--- src/rtl/skinny_sbox_layer_seq.sv ---
// Serial sequencer for one masked SKINNY-64 S-box layer (3 shares, external pipelined S-box).
// Optional randomness-valid monitor enabled by defining SEQ_RND_CHECK_EN.
module skinny_sbox_layer_seq #(
    parameter int LATENCY = 4,
    parameter int CELLS   = 16
) (
    input  logic                 clk,
    input  logic                 rst,
    input  logic                 start,
    input  logic [4*CELLS-1:0]   state_in1,
    input  logic [4*CELLS-1:0]   state_in2,
    input  logic [4*CELLS-1:0]   state_in3,
    input  logic [31:0]          rnd_in,
    output logic [3:0]           sb_in1,
    output logic [3:0]           sb_in2,
    output logic [3:0]           sb_in3,
    output logic [23:0]          sb_r,
    output logic [7:0]           sb_rc,
    input  logic [3:0]           sb_out1,
    input  logic [3:0]           sb_out2,
    input  logic [3:0]           sb_out3,
    output logic [4*CELLS-1:0]   state_out1,
    output logic [4*CELLS-1:0]   state_out2,
    output logic [4*CELLS-1:0]   state_out3,
`ifdef SEQ_RND_CHECK_EN
    input  logic                 rnd_valid,
    output logic                 rnd_err,
`endif
    output logic                 busy,
    output logic                 done
);

    localparam int W     = 4 * CELLS;
    localparam int TOTAL = CELLS + LATENCY;
    localparam int CW    = $clog2(TOTAL + 1);
    localparam logic [CW-1:0] K_LAST = CW'(TOTAL - 1);
    localparam logic [CW-1:0] K_FEED = CW'(CELLS);
    localparam logic [CW-1:0] K_COL  = CW'(LATENCY);

    typedef enum logic [1:0] {
        IDLE,
        RUN,
        DONE_ST
    } state_t;

    state_t          state;
    logic [CW-1:0]   cnt;
    logic [W-1:0]    feed1, feed2, feed3;
    logic [W-1:0]    col1, col2, col3;
    logic [W-1:0]    col1_nxt, col2_nxt, col3_nxt;

    // Feed registers drain to zero, so the S-box sees zeros once all cells are sent.
    assign sb_in1 = feed1[W-1 -: 4];
    assign sb_in2 = feed2[W-1 -: 4];
    assign sb_in3 = feed3[W-1 -: 4];

    assign sb_r  = rnd_in[23:0];
    assign sb_rc = rnd_in[31:24];

    assign col1_nxt = {col1[W-5:0], sb_out1};
    assign col2_nxt = {col2[W-5:0], sb_out2};
    assign col3_nxt = {col3[W-5:0], sb_out3};

    always_ff @(posedge clk) begin
        if (rst) begin
            state      <= IDLE;
            cnt        <= '0;
            busy       <= 1'b0;
            done       <= 1'b0;
            feed1      <= '0;
            feed2      <= '0;
            feed3      <= '0;
            col1       <= '0;
            col2       <= '0;
            col3       <= '0;
            state_out1 <= '0;
            state_out2 <= '0;
            state_out3 <= '0;
        end else begin
            case (state)
                IDLE: begin
                    done <= 1'b0;
                    if (start) begin
                        feed1 <= state_in1;
                        feed2 <= state_in2;
                        feed3 <= state_in3;
                        cnt   <= '0;
                        busy  <= 1'b1;
                        state <= RUN;
                    end
                end
                RUN: begin
                    if (cnt < K_FEED) begin
                        feed1 <= feed1 << 4;
                        feed2 <= feed2 << 4;
                        feed3 <= feed3 << 4;
                    end
                    if (cnt >= K_COL) begin
                        col1 <= col1_nxt;
                        col2 <= col2_nxt;
                        col3 <= col3_nxt;
                    end
                    // Last capture lands straight in state_out so it is valid with done.
                    if (cnt == K_LAST) begin
                        state_out1 <= col1_nxt;
                        state_out2 <= col2_nxt;
                        state_out3 <= col3_nxt;
                        busy       <= 1'b0;
                        done       <= 1'b1;
                        state      <= DONE_ST;
                    end else begin
                        cnt <= cnt + 1'b1;
                    end
                end
                DONE_ST: begin
                    done  <= 1'b0;
                    state <= IDLE;
                end
                default: begin
                    state <= IDLE;
                    busy  <= 1'b0;
                    done  <= 1'b0;
                end
            endcase
        end
    end

`ifdef SEQ_RND_CHECK_EN
    always_ff @(posedge clk) begin
        if (rst) begin
            rnd_err <= 1'b0;
        end else if (state == IDLE && start) begin
            rnd_err <= 1'b0;
        end else if (busy && !rnd_valid) begin
            rnd_err <= 1'b1;
        end
    end
`endif

endmodule

--- config.mk ---
export PLATFORM = sky130hd
export DESIGN_NAME = skinny_sbox_layer_seq
export DESIGN_NICKNAME = d
export VERILOG_FILES = /design/src/rtl/skinny_sbox_layer_seq.sv
export SDC_FILE = /design/constraint.sdc
export NUM_CORES = 1
export LEC_CHECK = 0
export ABC_AREA = 1
export CORE_MARGIN = 1
export CORE_UTILIZATION = 25
export DETAILED_ROUTE_END_ITERATION = 10
export SYNTH_ARGS = -nofsm -noshare
export SYNTH_HDL_FRONTEND = slang
export SYNTH_SLANG_ARGS = --single-unit
--- constraint.sdc ---
create_clock -name clk -period 2.25 [get_ports clk]
set_clock_uncertainty 0.05 [all_clocks]
set_input_delay 0.45 -clock clk [delete_from_list [all_inputs] [get_ports clk]]
set_output_delay 0.45 -clock clk [all_outputs]
set_load 0.01 [all_outputs]
After elaboration in Yosys (flattened, before gate mapping)
Cells that the tools add are included.
{"block": "totals", "reg_bits": 573, "latch_bits": 0, "ramBits": 0, "romBits": 0, "input_bits": 239, "output_inout_bits": 238, "wordCells": 52, "mem_count": 0}
{"block": "classes", "addsub": 1, "multipliers": 0, "div": 0, "order_cmp": 2, "eq_ne": 7, "shift": 0, "mux": 18, "bitwise": 2, "n_reduce_logical": 9}
{"operator": "$mux W64", "n": 6}
{"operator": "$pmux W64 S2", "n": 3}
{"operator": "$mux W5", "n": 2}
{"operator": "$pmux W5 S2", "n": 1}
{"operator": "$reduce_and A3 Y1", "n": 3}
{"operator": "$ne A2 B2 Y1 const B", "n": 4}
{"operator": "$reduce_and A2 Y1", "n": 3}
{"operator": "$add A5 B1 Y5 const B", "n": 1}
{"operator": "$eq A5 B5 Y1 const B", "n": 1}
{"operator": "$ge A5 B3 Y1 const B", "n": 1}
{"operator": "$lt A5 B5 Y1 const B", "n": 1}
{"operator": "$mux W2", "n": 2}
{"operator": "$pmux W2 S2", "n": 1}
{"operator": "$pmux W1 S3", "n": 1}
{"operator": "$eq A2 B1 Y1 const B", "n": 1}
{"operator": "$eq A2 B2 Y1 const B", "n": 1}
{"operator": "$logic_not A2 Y1", "n": 1}
{"operator": "$mux W1", "n": 2}
{"operator": "$not A1 Y1", "n": 2}
{"operator": "$reduce_bool A2 Y1", "n": 1}
{"operator": "$reduce_or A2 Y1", "n": 1}

Depth between registers and ports, before layout
Gate-level depths: netlist (run 1).
{"block": "depth", "ltp_word": 3, "mapped_depth": 9, "mapped_depth_nobuf": 9}

Worst setup path before layout (run 1)
Ideal clock, no wire load.
{"block": "synth_timing", "path_type": "register to register", "from": "reg cnt[0]", "to": "reg state_out2[21]", "setup_time_ns": 0.070, "arrival_ns": 1.396, "required_ns": 2.130, "setup_slack_ns": 0.734, "stages_incl_launch_ff": 9, "n_path_buf": 2, "period_less_slack_ns": 1.516, "path_cell_list": "dfxtp_1 -> ha_1 -> nand2_1 -> clkinv_1 -> nand3_2 -> buf_2 -> buf_2 -> nand2_1 -> a21oi_1"}
{"block": "synth_between", "elab_chain_len": 2}
{"item": "start: declaration", "line": "47", "text": "logic [CW-1:0] cnt;"}
{"item": "start signal: assignment", "line": "112", "text": "cnt <= cnt + 1'b1;"}
{"item": "$eq A5 B5 Y1", "line": "104", "text": "if (cnt == K_LAST) begin"}
{"item": "$reduce_and A2 Y1 (no source line)"}
{"item": "end signal: assignment", "line": "106", "text": "state_out2 <= col2_nxt;"}
{"item": "end: declaration", "line": "23", "text": "output logic [4*CELLS-1:0] state_out2,"}
No other way between the ends.
A chain may end at the register's enable or synchronous reset.

Worst setup path after layout (run 1)
{"block": "layout_timing", "from": "reg state_out3[63]", "to": "out state_out3[63]"}
{"item": "start: declaration", "line": "24", "text": "output logic [4*CELLS-1:0] state_out3,"}
{"item": "start signal: assignment", "line": "107", "text": "state_out3 <= col3_nxt;"}
No word-level cell between the ends.

==> reports/qor.txt, run 1 <==
Clock insertion delay at the later pin of the skew report - 0.60 ns
CTS tree - done
Io pins - 477
NumNets Final - 3,644
R2r setup slk - 0.23 ns
1st-iter DRT viols - 1,554
TNS Setup - 0 ns
Initial core utilization - 25.3%
Register area - 11,500 um^2
Arr. time, crit path - 1.61 ns
Initial antenna violation count - 4
CTS clock-pin slew for the worst setup and hold paths - 0.06 ns
Dpl cell area - 27,900 um^2
Worst Setup End Kind - primary output
Largest stage delay, worst path - 0.69 ns
WP buf/inv - 1
DIE WIDTH - 305 um
Chip Height - 305 um
Largest net degree at the start of global routing - 137
RSZ-0062 raised after global routing - false
Worst Tran Pin Value - 0.783 ns
Final Hold Viols - 0
Status - completed
Rows - 110
Clk pwr share - 46.3%
Worst reg-to-reg path cell count - 7
Post-synthesis sequential area ratio - 50.1%
CTS resizes - 3
Tmin final - 2.11 ns
Crit path cell chain - clkdlybuf4s50_1
Hold Crit Depth - 4
Crit path launch type - flop
Routed Antenna Nets - 0
Maxcap violations - 0
Wire length per cell - 16.3 um
Crit path required time - 1.75 ns
Pwr Density - 787 nW/um^2
Critical path startpoint - state_out3[63]
Worst Hold End - col1[34]
Tot Pwr - 0.0237 W
DRC - 0
Type of the most critical hold path - in -> reg
Switch share - 24.7%
Post-Syn Area - 22,900 um^2
Finished Cell Area - 30,100 um^2
Post-Synthesis Net Count - 3,416
Total GRT Usage - 15.7%
Hold Path Origin - rst
Final Max Tran Viols - 0
Clock tree buffer depth - 3
Origin of the critical flop-to-flop path - state[0]
Worst vdd ir - 0.000442 V
Combinational share of power - 8.8%
Register bit total from synthesis - 573
Setup violators final - 0
Syn Inst Count - 3,176
Cells after DPL - 4,510
Post-CTS setup buffer count - 0
Synth Area per Inst - 7.21 um^2
Pint - 0.0178 W
Sequential share of power - 44.9%
Layout cell share with drive strength beyond 1 - 5.10%
Port bufs - 412
First-pass GRT wire length - 118 mm
Root buf cell - clkbuf_16
Routed vias - 21,300
Gpl congestion - 0.811
Max Freq - 0.473 GHz
Tcrit/Tclk final - 93.9%
CTS H-tree depth - 3
Slew HR - 47.8%
Critical Path Slowest Stage Cell - clkdlybuf4s50_1
First-pass iteration count of the detailed router - 7
DRT Wirelength - 75.6 mm
CTS buffer count - 68
Core area - 90,400 um^2
Top cell family by delay on the critical path - buffers and inverters
Worst r2r dst - col2[45]
Cts hold-fix bufs - 0
Die area - 92,800 um^2
Non-Filler Instances - 4,628
Antenna cell count - 0
Psw - 0.00584 W
Via/cell ratio - 4.60
Grt ovf - 0
FILL cells - 9,567
CTS Sinks - 573
Vias in the first global route - 20,400
Type of the worst setup path - reg -> out
Leakage - 11.4 nW
Synthesis Warnings - 0
Area taken by multi-input logic gates - 9840 um^2
Yosys cell types - 22
Crit Path Max Fanout - 2
Dpl hpwl - 47.4 mm
Area grow syn2layout - 31.3%
## stage by stage
stage	hold WS, ns	worst slack [ns]	util [%]
after floorplan	0.389	0.734	-
after global placement	0.397	0.129	30.8
after detailed placement	0.402	0.102	30.8
after CTS	0.167	0.0492	33.3
after global routing	0.217	0.0322	33.3
final	0.229	0.138	33.3
## logic make-up after synthesis
family / count (synthesis) / share of synthesized area (%)
buffers and inverters: 325 / 7.08
AND/OR/NAND/NOR: 1705 / 30.3
adder cells (fa/ha/maj): 1 / 0.0546
flip-flops: 573 / 50.1
AO/OA/AOI/OAI: 572 / 12.5
## routing by layer
metal	part of all wire [%]	wire [um]	track usage (%)	vias up
met5	0.058	44	0	-
met4	3.0	2260	5.78	8
met3	7.5	5640	4.33	143
met2	44	33300	24.6	597
met1	45	34400	20.6	9771
li1	-	-	-	10800
## layout by cell type, fill, tap and decap left out, types with 3 or more instances in the layout
master | synthesis | routed
clkbuf_1 | 112 | 13
clkinv_2 | 0 | 8
clkbuf_16 | 0 | 70
nand3_1 | 9 | 9
nand2_1 | 769 | 769
inv_1 | 8 | 8
o21ai_1 | 28 | 28
dlygate4sd2_1 | 0 | 3
a21oi_1 | 209 | 209
dfxtp_1 | 573 | 573
buf_12 | 0 | 37
buf_4 | 57 | 20
clkinv_4 | 0 | 3
inv_6 | 0 | 9
clkdlybuf4s50_1 | 0 | 408
clkbuf_8 | 0 | 14
bufinv_16 | 0 | 3
nor2_1 | 723 | 723
o21ai_0 | 335 | 335
nand4_1 | 196 | 196
## Yosys cell counts
cell	number	area, um^2
nor2_1	723	2710
nand4_1	196	1230
inv_2	4	15.0
clkinv_1	2	7.51
buf_6	2	22.5
ha_1	1	12.5
dfxtp_1	573	11500
buf_1	1	3.75
o21ai_1	28	140
nand3_2	1	10.0
a21oi_1	209	1050
nand2_4	1	11.3
nor2_4	2	22.5
nor3_1	1	5.00
inv_1	8	30.0
buf_2	139	696
nand2_2	3	18.8
clkbuf_1	112	420
nand3_1	9	45.0
o21ai_0	335	1680
buf_4	57	428
nand2_1	769	2890
## power groups by stage
stage               Combinational (W)  Sequential [W]  Clock, W
floorplan                     0.00129          0.0108         0
finish                        0.00207          0.0106    0.0110
CTS                           0.00210          0.0106    0.0113
detailed placement            0.00209          0.0109         0
global route                  0.00233          0.0107    0.0117
global placement              0.00208          0.0109         0
## layout make-up
class	count	share of cell area (%)
clock inverters	22	0.769
flip-flops and latches	573	38.1
repair buffers	469	16.7
inverters	14	0.266
well taps	1176	4.89
multi-input cells	2278	32.7
clock buffers	96	6.58
## state kept, by name, indices dropped and copies added, names as in the netlist
signal      cells
done            1
col1           60
feed3          64
busy            1
col2           60
col3           60
state           2
feed1          64
feed2          64
cnt             5
state_out2     64
state_out1     64
state_out3     64
## worst max-delay path by stage
stage	endpoint	slack (ns)	cells past startpoint
floorplan	state_out2[21]	0.73	8
global placement	feed3[56]	0.13	6
detailed placement	feed3[37]	0.10	6
CTS	state_out3[3]	0.05	1
global route	feed3[14]	0.03	7
finish	state_out3[63]	0.14	1
Power figures use the tool's default switching activity.
==> inputs of run 2 (changes only) <==
--- a/config.mk
+++ b/config.mk
@@ -6,8 +6,8 @@
 export NUM_CORES = 1
 export LEC_CHECK = 0
 export ABC_AREA = 1
-export CORE_MARGIN = 1
 export CORE_UTILIZATION = 25
+export CTS_BUF_LIST = sky130_fd_sc_hd__clkbuf_8
 export DETAILED_ROUTE_END_ITERATION = 10
 export SYNTH_ARGS = -nofsm -noshare
 export SYNTH_HDL_FRONTEND = slang
==> run 2 against run 1 <==
Net effect: fmax shrank 1.4%; highest routed layer unchanged; core utilization down 0.24 points; non-clock buffer count did not move; combinational power about the same; critical path depth stayed put; power shrank 5.1%; flip-flop and latch count unchanged; final area is 0.71% lower; routed wire length rose by 0.50%.
==> reports/qor.txt, run 2 (same netlist as run 1, synthesis figures left out) <==
Post-Route Utilization - 33.0% (was 33.3%)
Critical Path Slowest Stage Cell - clkdlybuf4s50_1 (unchanged)
Routed vias - 21,500 (was 21,300)
Via/cell ratio - 4.60 (about the same)
Die area - 92,800 um^2 (unchanged)
Maxcap violations - 0 (unchanged)
Initial core utilization - 25.3% (unchanged)
Io pins - 477 (unchanged)
DRC - 0 (unchanged)
Worst Hold End - col1[36] (was col1[34])
Root buf cell - clkbuf_8 (was clkbuf_16)
Routed Antenna Nets - 0 (unchanged)
Rows - 110 (unchanged)
DRT Wirelength - 76.0 mm (was 75.6 mm)
Grt ovf - 0 (unchanged)
Type of the worst setup path - reg -> out (unchanged)
Clk pwr share - 43.4% (was 46.3%)
Psw - 0.00575 W (was 0.00584 W)
TNS Setup - 0 ns (unchanged)
Crit path cell chain - clkdlybuf4s50_1 (unchanged)
Combinational share of power - 9.2% (was 8.8%)
WP depth - 1 (unchanged)
Switch share - 25.6% (was 24.7%)
Worst r2r dst - col1[26] (was col2[45])
CTS H-tree depth - 3 (unchanged)
Pint - 0.0167 W (was 0.0178 W)
Final Max Tran Viols - 0 (unchanged)
CTS clock-pin slew for the worst setup and hold paths - 0.06 ns (about the same)
Leakage - 11.7 nW (was 11.4 nW)
Gpl congestion - 0.811 (unchanged)
WP buf/inv - 1 (unchanged)
Dpl hpwl - 47.4 mm (unchanged)
Status - completed (unchanged)
Max Freq - 0.467 GHz (was 0.473 GHz)
Setup violators final - 0 (unchanged)
Clock insertion delay at the later pin of the skew report - 0.71 ns (was 0.60 ns)
Crit path required time - 1.75 ns (about the same)
Most frequent cells in the layout - nand2_1 (769), nor2_1 (723), dfxtp_1 (573) (unchanged)
Origin of the critical flop-to-flop path - state[0] (unchanged)
Slew HR - 49.0% (was 47.8%)
Core area - 90,400 um^2 (unchanged)
Cells after DPL - 4,510 (unchanged)
Antenna cell count - 0 (unchanged)
Arr. time, crit path - 1.64 ns (was 1.61 ns)
Tcrit/Tclk final - 95.2% (was 93.9%)
Wire length per cell - 16.2 um (was 16.3 um)
Type of the most critical hold path - in -> reg (unchanged)
CTS Sinks - 573 (unchanged)
Clock tree buffer depth - 3 (unchanged)
NumNets Final - 3,677 (was 3,644)
Initial antenna violation count - 4 (unchanged)
Final Hold Viols - 0 (unchanged)
1st-iter DRT viols - 1,565 (was 1,554)
Top cell family by delay on the critical path - buffers and inverters (unchanged)
Crit Path Max Fanout - 2 (unchanged)
RSZ-0062 raised after global routing - false (unchanged)
Non-Filler Instances - 4,683 (was 4,628)
Area grow syn2layout - 30.4% (was 31.3%)
First-pass GRT wire length - 118 mm (about the same)
DIE WIDTH - 305 um (unchanged)
Vias in the first global route - 20,700 (was 20,400)
Tot Pwr - 0.0225 W (was 0.0237 W)
Setup WS post-layout - 0.107 ns (was 0.138 ns)
CTS tree - done (unchanged)
Crit path launch type - flop (unchanged)
First-pass iteration count of the detailed router - 7 (unchanged)
CTS buffer count - 101 (was 68)
Layout cell share with drive strength beyond 1 - 6.22% (was 5.10%)
Port bufs - 412 (unchanged)
FILL cells - 9,676 (was 9,567)
Largest net degree at the start of global routing - 137 (unchanged)
Hold Path Origin - rst (unchanged)
Worst Tran Pin Value - 0.765 ns (was 0.783 ns)
Commonest non-fill, non-tap cell in the layout - nand2_1 (unchanged)
Total GRT Usage - 15.8% (was 15.7%)
Pre-CTS setup slack - 0.102 ns (unchanged)
Tmin final - 2.14 ns (was 2.11 ns)
Pwr Density - 752 nW/um^2 (was 787 nW/um^2)
Largest stage delay, worst path - 0.57 ns (was 0.69 ns)
Hold Crit Depth - 4 (unchanged)
Sequential share of power - 47.4% (was 44.9%)
Post-CTS setup buffer count - 0 (unchanged)
Worst Setup End Kind - primary output (unchanged)
R2r setup slk - 0.22 ns (was 0.23 ns)
Worst vdd ir - 0.000332 V (was 0.000442 V)
Chip Height - 305 um (unchanged)
Worst reg-to-reg path cell count - 7 (unchanged)
run 2: cell count changes in the layout (fill, tap and decap cells not counted), moves of 5 or more:
cell / previous run / this run
clkbuf_8: 14 / 131
clkbuf_16: 70 / 0
clkdlybuf4s50_1: 408 / 364
dlygate4sd2_1: 3 / 45
inv_1: 8 / 34
clkbuf_1: 13 / 0
inv_6: 9 / 4
run 2: per-stage QoR:
step | instance area [um^2] | hold WS, ns
3_5_place_dp | 27900 | 0.402
4_1_cts | 29900 | 0.0220
3_3_place_gp | 27900 | 0.397
2_1_floorplan | 22900 | 0.389
5_1_grt | 29900 | 0.0776
6_report | 29900 | 0.139
run 2: worst min-delay path: cells and delay by family:
family / cells / cell delay [ns]
buf+inv: 2 / 0.25
compound gates: 1 / 0.10
simple gates: 1 / 0.04
run 2: repair_timing:
action,CTS,global route
endpoints found under the hold margin,0,0
resized for setup,45,2
hold buffers,0,0
endpoints found under the setup margin,45,2
run 2: area by class of cell:
type                            instances  area [um^2]  share of cell area (%)
Tap cell                             1176         1470                    4.93
Timing Repair Buffer                  469         4970                    16.6
Clock inverter                         43          256                   0.859
Multi-Input combinational cell       2278         9840                    32.9
Clock buffer                          130         1790                    5.99
Sequential cell                       573        11500                    38.4
Inverter                               14         80.1                   0.268
run 2: metal layers:
metal  vias up  track usage (%)  wire length, um
met5         -                0               44
met4         8             6.58             2330
met3       151             4.69             6210
met2       670             24.4            33600
met1      9874             20.5            33800
li1      10800                -                -
run 2: power groups by stage:
stage          sequential [W]  combinational, W  clock, W
4_1_cts                0.0106           0.00210    0.0101
2_1_floorplan          0.0108           0.00129         0
5_1_grt                0.0107           0.00233    0.0106
6_report               0.0107           0.00207   0.00976
3_3_place_gp           0.0109           0.00208         0
3_5_place_dp           0.0109           0.00209         0
run 2: worst max-delay path by stage:
stage                         startpoint        endpoint  slack [ns]
after floorplan                   cnt[0]  state_out2[21]        0.73
after global placement             start       feed3[56]        0.13
after detailed placement           start       feed3[37]        0.10
after CTS                 state_out3[52]  state_out3[52]      0.0002
after global routing      state_out1[54]  state_out1[54]        0.01
final                     state_out2[26]  state_out2[26]        0.11
==> inputs of run 3 (changes only) <==
--- a/config.mk
+++ b/config.mk
@@ -9,6 +9,8 @@
 export CORE_UTILIZATION = 25
 export CTS_BUF_LIST = sky130_fd_sc_hd__clkbuf_8
 export DETAILED_ROUTE_END_ITERATION = 10
+export DONT_BUFFER_PORTS = 1
+export SLEW_MARGIN = 20
 export SYNTH_ARGS = -nofsm -noshare
 export SYNTH_HDL_FRONTEND = slang
 export SYNTH_SLANG_ARGS = --single-unit
==> run 3 against run 2 <==
Net effect: sequential power is essentially flat; clock-buffer cell count shrank 11; combinational power shrank 9%; non-clock buffer count shrank 192; routed wire length grew 0.13%; hold slack lost 0.38 ns; global-route usage is essentially flat; die area is the same; final area shrank 6.8%; clock power grew 2%; cell count shrank 4.2%; the flow now finishes with violations (negative hold slack); largest power group unchanged; critical path depth grew 6.
==> reports/qor.txt, run 3 (same netlist as run 1, synthesis figures left out) <==
CTS H-tree depth - 3 (unchanged)
CTS clock-pin slew for the worst setup and hold paths - 0.07 ns (was 0.06 ns)
FILL cells - 9,641 (was 9,676)
Total GRT Usage - 15.8% (about the same)
Rows - 110 (unchanged)
Io pins - 477 (unchanged)
Critical Path Slowest Stage Cell - dlygate4sd3_1 (was clkdlybuf4s50_1)
CTS buffer count - 97 (was 101)
Leakage - 10.8 nW (was 11.7 nW)
First-pass GRT wire length - 117 mm (was 118 mm)
CTS Sinks - 573 (unchanged)
Via/cell ratio - 4.70 (was 4.60)
Initial antenna violation count - 4 (unchanged)
Worst vdd ir - 0.000581 V (was 0.000332 V)
1st-iter DRT viols - 1,658 (was 1,565)
DIE WIDTH - 305 um (unchanged)
Maxcap violations - 0 (unchanged)
Largest net degree at the start of global routing - 209 (was 137)
Grt ovf - 0 (unchanged)
Pwr Density - 808 nW/um^2 (was 752 nW/um^2)
WP buf/inv - 2 (was 1)
Type of the worst setup path - reg -> reg (was reg -> out)
Slew HR - 47.4% (was 49.0%)
Max Freq - 0.473 GHz (was 0.467 GHz)
Gpl congestion - 0.811 (about the same)
Hold Crit Depth - 1 (was 4)
Worst Tran Pin Value - 0.789 ns (was 0.765 ns)
DRT Wirelength - 76.1 mm (was 76.0 mm)
Dpl hpwl - 45.8 mm (was 47.4 mm)
Failing checks - negative hold slack
Crit path required time - 2.89 ns (was 1.75 ns)
Setup WS post-layout - 0.137 ns (was 0.107 ns)
Crit path launch type - flop (unchanged)
RSZ-0062 raised after global routing - false (unchanged)
Crit path cell chain - nor2_4 > nand2_2 > nand2_8 > buf_16 > o21ai_0 > dlygate4sd3_1 > nor2_1 (was clkdlybuf4s50_1)
Area grow syn2layout - 21.6% (was 30.4%)
R2r setup slk - 0.14 ns (was 0.22 ns)
Fin Hold WS - -0.239 ns (was 0.139 ns)
WP depth - 7 (was 1)
First-pass iteration count of the detailed router - 5 (was 7)
Commonest non-fill, non-tap cell in the layout - nand2_1 (unchanged)
Pre-CTS setup slack - 0.276 ns (was 0.102 ns)
Most frequent cells in the layout - nand2_1 (769), nor2_1 (723), dfxtp_1 (573) (unchanged)
Clock insertion delay at the later pin of the skew report - 0.74 ns (was 0.71 ns)
Top cell family by delay on the critical path - buffers and inverters (unchanged)
Worst Setup End Kind - flop (was primary output)
Origin of the critical flop-to-flop path - cnt[2] (was state[0])
Layout cell share with drive strength beyond 1 - 7.07% (was 6.22%)
Routed vias - 21,100 (was 21,500)
Final Max Tran Viols - 0 (unchanged)
Tmin final - 2.11 ns (was 2.14 ns)
Worst reg-to-reg path cell count - 7 (unchanged)
Initial core utilization - 25.3% (unchanged)
DRC - 0 (unchanged)
Setup violators final - 0 (unchanged)
CTS tree - done (unchanged)
Arr. time, crit path - 2.75 ns (was 1.64 ns)
Wire length per cell - 17.0 um (was 16.2 um)
Type of the most critical hold path - in -> reg (unchanged)
Largest stage delay, worst path - 0.58 ns (was 0.57 ns)
Port bufs - 0 (was 412)
Crit Path Max Fanout - 37 (was 2)
Chip Height - 305 um (unchanged)
Status - finished, violations left (was completed)
Worst Hold End - state_out1[39] (was col1[36])
Tcrit/Tclk final - 93.9% (was 95.2%)
Worst r2r dst - col3[3] (was col1[26])
TNS Setup - 0 ns (unchanged)
Routed Antenna Nets - 0 (unchanged)
Final Hold Viols - 148 (was 0)
NumNets Final - 3,481 (was 3,677)
Cts hold-fix bufs - 204 (was 0)
Vias in the first global route - 20,400 (was 20,700)
Hold Path Origin - rst (unchanged)
Post-Route Utilization - 30.8% (was 33.0%)
Clock tree buffer depth - 3 (unchanged)
Core area - 90,400 um^2 (unchanged)
Register area - 11,500 um^2 (unchanged)
Area taken by multi-input logic gates - 9840 um^2 (unchanged)
Root buf cell - clkbuf_8 (unchanged)
Die area - 92,800 um^2 (unchanged)
run 3: worst max-delay path by stage:
stage / startpoint / end / slack, ns
2_1_floorplan: cnt[0] / state_out2[21] / 0.73
3_3_place_gp: state[0] / col1[44] / 0.28
3_5_place_dp: state[0] / col1[8] / 0.28
4_1_cts: state[0] / feed3[2] / 0.03
5_1_grt: cnt[2] / col3[1] / 0.02
6_report: cnt[2] / col3[3] / 0.14
run 3: cell type report:
type	instances	area share, %
Inverter	14	0.328
Clock buffer	119	5.88
Tap cell	1176	5.28
Timing Repair Buffer	277	10.5
Multi-Input combinational cell	2278	35.3
Clock inverter	47	1.45
Sequential cell	573	41.2
Antenna cell	1	0.00899
run 3: through the flow:
step | hold WS, ns | power [W] | std cells | area (um^2)
detailed placement | 0.401 | 0.0124 | 4112 | 23700
global placement | 0.396 | 0.0124 | 4112 | 23700
floorplan | 0.389 | 0.0121 | 3176 | 22900
CTS | -0.340 | 0.0228 | 4482 | 27800
finish | -0.239 | 0.0225 | 4485 | 27900
global route | -0.303 | 0.0235 | 4485 | 27900
run 3: repair_timing:
action	4_1_cts	5_1_grt
buffers inserted	0	1
endpoints found under the setup margin	0	7
endpoints found under the hold margin	425	202
gates resized for setup	0	4
run 3: per-layer routing:
layer	GRT usage, %	up-vias	share of wire, %
met5	0	-	0.035
met4	7.08	4	3.8
met3	6.02	188	9.0
met2	24.7	682	44
met1	19.2	9758	43
li1	-	10500	-
run 3: worst reg2reg max path, delay by kind of cell, from the launching register on:
family | cells | cell delay, ns
and+or+nand+nor | 4 | 0.68
buffers and inverters | 2 | 0.83
AOI/OAI and AO/OA | 1 | 0.12
DFF | 1 | 0.38
run 3: power by group:
part	leakage [nW]	internal, W	total (W)	switching, W
Combinational	5.00	0.000743	0.00189	0.00115
Clock	1.13	0.00548	0.00993	0.00446
Sequential	4.66	0.0105	0.0107	0.000178
